==> src/rtl/sram_1rw_port_bridge.sv <==
// Write/read channel bridge onto a single-port 1RW SRAM macro: round-robin
// arbitration, registered macro pins and latency-tracked registered read return.
module sram_1rw_port_bridge #(
    parameter int ADDR_W = 10,
    parameter int DATA_W = 16,
    parameter int RD_LAT = 1
) (
    input  logic              clk,
    input  logic              rst,
    input  logic              en,
    input  logic              wr_valid,
    output logic              wr_ready,
    input  logic [ADDR_W-1:0] wr_addr,
    input  logic [DATA_W-1:0] wr_data,
    input  logic              rd_valid,
    output logic              rd_ready,
    input  logic [ADDR_W-1:0] rd_addr,
    output logic [DATA_W-1:0] rd_data,
    output logic              rd_data_valid,
    output logic              csb0,
    output logic              web0,
    output logic [ADDR_W-1:0] addr0,
    output logic [DATA_W-1:0] din0,
    input  logic [DATA_W-1:0] dout0
);

    typedef enum logic {
        PRIO_WR = 1'b0,
        PRIO_RD = 1'b1
    } prio_t;

    prio_t              r_prio;
    logic               r_csb0;
    logic               r_web0;
    logic [ADDR_W-1:0]  r_addr0;
    logic [DATA_W-1:0]  r_din0;
    logic [DATA_W-1:0]  r_rd_data;
    logic               r_rd_data_valid;
    // Bit k is set k edges after a read accept; the top bit marks dout0 ready.
    logic [RD_LAT:0]    r_rd_pipe;

    logic               w_wr_grant;
    logic               w_rd_grant;
    logic               w_conflict;

    assign w_conflict = wr_valid && rd_valid;

    // Round-robin grant; priority only matters when both channels request.
    always_comb begin
        w_wr_grant = 1'b0;
        w_rd_grant = 1'b0;
        if (rst || !en) begin
            w_wr_grant = 1'b0;
            w_rd_grant = 1'b0;
        end else if (w_conflict) begin
            if (r_prio == PRIO_WR) begin
                w_wr_grant = 1'b1;
            end else begin
                w_rd_grant = 1'b1;
            end
        end else begin
            w_wr_grant = wr_valid;
            w_rd_grant = rd_valid;
        end
    end

    // Macro command register, priority pointer and read-return pipeline.
    always_ff @(posedge clk) begin
        if (rst) begin
            r_prio          <= PRIO_WR;
            r_csb0          <= 1'b1;
            r_web0          <= 1'b1;
            r_addr0         <= {ADDR_W{1'b0}};
            r_din0          <= {DATA_W{1'b0}};
            r_rd_data       <= {DATA_W{1'b0}};
            r_rd_data_valid <= 1'b0;
            r_rd_pipe       <= {(RD_LAT+1){1'b0}};
        end else begin
            if (w_wr_grant) begin
                r_csb0  <= 1'b0;
                r_web0  <= 1'b0;
                r_addr0 <= wr_addr;
                r_din0  <= wr_data;
            end else if (w_rd_grant) begin
                r_csb0  <= 1'b0;
                r_web0  <= 1'b1;
                r_addr0 <= rd_addr;
            end else begin
                r_csb0  <= 1'b1;
                r_web0  <= 1'b1;
            end

            // After a contested grant the losing channel goes first next time.
            if (w_conflict && w_wr_grant) begin
                r_prio <= PRIO_RD;
            end else if (w_conflict && w_rd_grant) begin
                r_prio <= PRIO_WR;
            end else begin
                r_prio <= r_prio;
            end

            r_rd_pipe <= {r_rd_pipe[RD_LAT-1:0], w_rd_grant};

            if (r_rd_pipe[RD_LAT]) begin
                r_rd_data       <= dout0;
                r_rd_data_valid <= 1'b1;
            end else begin
                r_rd_data_valid <= 1'b0;
            end
        end
    end

    assign wr_ready      = w_wr_grant;
    assign rd_ready      = w_rd_grant;
    assign csb0          = r_csb0;
    assign web0          = r_web0;
    assign addr0         = r_addr0;
    assign din0          = r_din0;
    assign rd_data       = r_rd_data;
    assign rd_data_valid = r_rd_data_valid;

endmodule

==> config.mk <==
export PLATFORM = sky130hd
export DESIGN_NAME = sram_1rw_port_bridge
export DESIGN_NICKNAME = d
export VERILOG_FILES = /design/src/rtl/sram_1rw_port_bridge.sv
export SDC_FILE = /design/constraint.sdc
export NUM_CORES = 1
export LEC_CHECK = 0
export ABC_AREA = 1
export CORE_AREA = 2 2 78 80
export CTS_CLUSTER_SIZE = 10
export DETAILED_ROUTE_END_ITERATION = 6
export DIE_AREA = 0 0 80 82
export PLACE_DENSITY = 0.73
export SLEW_MARGIN = 25
export SYNTH_ARGS = -nofsm -noshare
export SYNTH_HDL_FRONTEND = slang
export SYNTH_SLANG_ARGS = --single-unit
export TNS_END_PERCENT = 50
==> constraint.sdc <==
create_clock -name clk -period 1.34 [get_ports clk]
set_input_delay 0.402 -clock clk [delete_from_list [all_inputs] [get_ports clk]]
set_output_delay 0.402 -clock clk [all_outputs]
set_load 0.005 [all_outputs]
==> Word level (Yosys, flattened, before mapping) <==
Cells that the tools add are included.
{ "totals": {"output_inout_bits": 47, "word_cells": 29, "regBits": 48, "inputBits": 57} }
{ "op_classes": {"reduce_logical": 7, "muxes": 14} }
{ "ops": {"columns": ["operator", "n"], "rows": [
  ["10-bit 2-to-1 mux", 2],
  ["1-bit 2-to-1 mux", 12],
  ["2-bit nonzero test", 2],
  ["1-bit logical AND", 3],
  ["1-bit logical NOT", 1],
  ["1-bit logical OR", 1]
]} }

==> Logic depth before layout (Yosys ltp) <==
{ "logic_depth": {"ltp_word": 6, "mapped_depth": 8, "ltp_nobuf": 7} }

==> Least setup slack after synthesis <==
OpenSTA, ideal clock, no wires.
{ "synth_timing": {"kind": "input to output", "start": "in rd_valid", "end": "out wr_ready", "t_required_ps": 938, "stages": 4, "path_buffers": 1, "arrival_time_ps": 906, "slack_ps": 32, "path_cell_list": "nand2_1 nand4_4 clkinv_1 buf_4"} }
{ "synth_between": {"elab_chain_len": 3} }
{ "synth_lines": {"columns": ["item", "line", "rtl"], "rows": [
  ["start, declared", "15", "input logic rd_valid,"],
  ["1-bit logical AND", "46", "assign w_conflict = wr_valid && rd_valid;"],
  ["1-bit 2-to-1 mux", "55", "end else if (w_conflict) begin"],
  ["1-bit 2-to-1 mux", "52", "if (rst || !en) begin"],
  ["end, declared", "12", "output logic wr_ready,"]
]} }
Every way passes these cells.

==> Worst setup path in the final report <==
{ "layout_timing": {"start": "in rst", "end": "out wr_ready"} }
{ "layout_between": {"elab_chain_len": 2} }
{ "layout_lines": {"columns": ["item", "line", "rtl"], "rows": [
  ["start, declared", "9", "input logic rst,"],
  ["1-bit logical OR", "52", null],
  ["1-bit 2-to-1 mux", "52", null]
]} }
Every way passes these cells.

==> metrics.yaml <==
status:
  status: "complete, but fails checks"
  violations: "negative setup slack"
place:
  place_worst_setup_slack_ns: -0.820
  dpl_cell_area_sq_mm: 0.00300
  portBuffers: 103
  dpl.hpwl_mm: 3.43
  gp_congestion: 0.689
timing:
  final-max-slew-violation-count: 0
  fmax_mhz: 711
  hold_viol: 0
  setup_ws_ns: -0.0657
  slew_headroom_pct: 69.6
  skew_ns: 0.00800
  post-route-period-util_pct: 105
  rsz0062_at_grt: "true"
  finalSetupViolCount: 2
  worstMarginPinSlew_ns: 0.453
  fin_tns_setup_ns: -0.0960
  period_needed_ns: 1.41
logic_synthesis:
  syn_area_sq_mm: 0.00189
  synth_cell_type_count: 15
  yosys.area.top_type: "dfxtp_1"
  synth_edf_count: 0
  synth_top_cells_by_count: "nor2_1, dfxtp_1, nand2_1, o21ai_0, inv_1"
  async_flop_share_pct: 0
  synth_flop_cell: "dfxtp_1"
  synth_top_area_share_pct: 50.9
  postSynthCellCount: 258
  seq_area_frac_synth_pct: 50.9
  synth_nets: 315
  synth.avg_cell_area_sq_um: 7.31
  ys_ff_latch: 48
  synth_most_common_cell: "nor2_1"
  synthTopCellsByArea: "dfxtp_1, nor2_1, o21ai_0, nand2_1, nand3b_1"
  yosys_warnings: 0
die:
  num_rows: 28
  core_area_sq_mm: 0.00575
  die_y_microns: 82
  ios: 104
  die_w_microns: 80
  die_area_sq_mm: 0.00656
  start_util_pct: 32.8
setup_path:
  arrival_ns: 1.00
  worstPathMaxFanout: 3
  path_class: "in -> out"
  cp-end-kind: "output port"
  path_buf_inv: 4
  crit_slowest_cell: "clkdlybuf4s15_2"
  slowest_delay_ns: 0.22
  required_ns: 0.94
  worstSetupStartpointType: "primary input"
  path_cells: "clkdlybuf4s15_2 > inv_2 > nand4_4 > inv_4 > buf_6"
  path_delay_family: "buffers and inverters"
clock_tree:
  clock_path_buffers: 2
  cts_tree: "yes"
  cts_max_level: 2
  clock_latency_ns: 0.29
  clock-root-buffer: "clkbuf_8"
  clk_pin_slew_ns: 0.08
  cts.sinks: 48
  cts_buffers: 5
cells_and_area:
  final_layout_size_suffix_gt1_share_pct: 15.1
  area_growth_pct: 64.6
  stdcell_area_sq_mm: 0.00311
  postLayoutCoreUtil_pct: 54.1
  fin_nets: 421
  diodes: 0
detailed_routing:
  vias: 1903
  wl_per_cell_microns: 10.9
  route.detailed.drc: 0
  drt_pass1_iterations: 4
  drt-total-wl_mm: 4.80
  ant_nets: 0
  drt-initial-drc-count: 68
  viasPerCell: 4.33
grt:
  track_usage_pct: 14.9
  grt_max_degree: 49
  antenna_found_initial: 0
  overflow: 0
  grt_pass1_wl_mm: 7.74
  grt_pass1_vias: 1756
power_and_ir_drop:
  ir_drop_uv: 459
  power.density_mw_per_mm2: 973
  p_total_mw: 3.02
  power.leakage_nw: 1.56
hold_path:
  hold_class: "reg -> reg"
job:
  cap_violations: 0
==> worst register-to-register path: cells and delay by family, from the launching register on <==
| kind | cells | cell delay [ns] |
|---|---|---|
| AND/OR/NAND/NOR | 6 | 0.51 |
| buffers and inverters | 2 | 0.37 |
| flip-flops | 1 | 0.33 |
==> stage by stage <==
stage / instances / hold slack (ns)
after CTS: 440 / 0.405
after detailed placement: 432 / 0.392
after floorplan: 258 / 0.388
after global routing: 440 / 0.419
after global placement: 432 / 0.390
final: 440 / 0.402
==> sequential cells by signal, indices dropped and copies added (netlist names) <==
name,flops
din0,16
rd_data,16
addr0,10
r_rd_pipe,2
csb0,1
r_prio,1
rd_data_valid,1
web0,1
==> worst paths after layout <==
kind         slack [ns]  depth (start not counted)         start            to
max               -0.07                          5           rst      wr_ready
min                0.40                          2  r_rd_pipe[0]  r_rd_pipe[1]
max reg2reg        0.03                          8        r_prio      addr0[0]
min reg2reg        0.40                          2  r_rd_pipe[0]  r_rd_pipe[1]
==> logic make-up (layout without fill, tap and decap cells) <==
kind of cell	Yosys count	in the layout	synth area share, %
simple gates	143	143	31.5
compound gates	34	34	9.02
flops	48	48	50.9
buf+inv	33	140	8.55
==> metal layers <==
layer  up-vias  part of all wire, %  GRT usage [%]
met4         0                 0.77           3.56
met1       824                   43           17.0
met2        68                   48           26.8
met3         6                  8.7           5.05
li1       1005                    -              -
met5         -                    0              0
==> where the power goes <==
part	total, mW	switching [mW]	internal [mW]
Combinational	0.473	0.186	0.286
Clock	1.03	0.476	0.552
Sequential	1.52	0.0264	1.50
==> timing repair <==
| item | CTS | global route |
|---|---|---|
| setup buffers | 0 | 0 |
| setup endpoints to repair | 81 | 15 |
| hold endpoints to repair | 0 | 0 |
| gates resized for setup | 97 | 6 |
| hold buffers | 0 | 0 |
| pin swaps | 4 | 0 |
==> cell type report <==
type / instances / area, sq um
fill: 577 / 2640
timing repair buffer: 113 / 1050
sequential: 48 / 990
multi-input combinational: 177 / 782
tap: 75 / 93.8
inverter: 19 / 73.8
clock buffer: 5 / 68.8
clock inverter: 3 / 42.5
==> cells in the final DEF, fill, tap and decap left out, types with 2 or more instances in the layout <==
master and count:
o21ai_0 33, inv_2 3, nand2_1 31, clkbuf_8 5, dfxtp_2 23, clkdlybuf4s50_1 52, buf_6 2, dfxtp_1 25
buf_4 8, nor2_1 96, buf_2 2, inv_1 14, dlygate4sd2_1 42, clkdlybuf4s15_1 3, nand2_2 2, nand3b_1 10
Note: power is estimated with default switching activity, not from simulation.
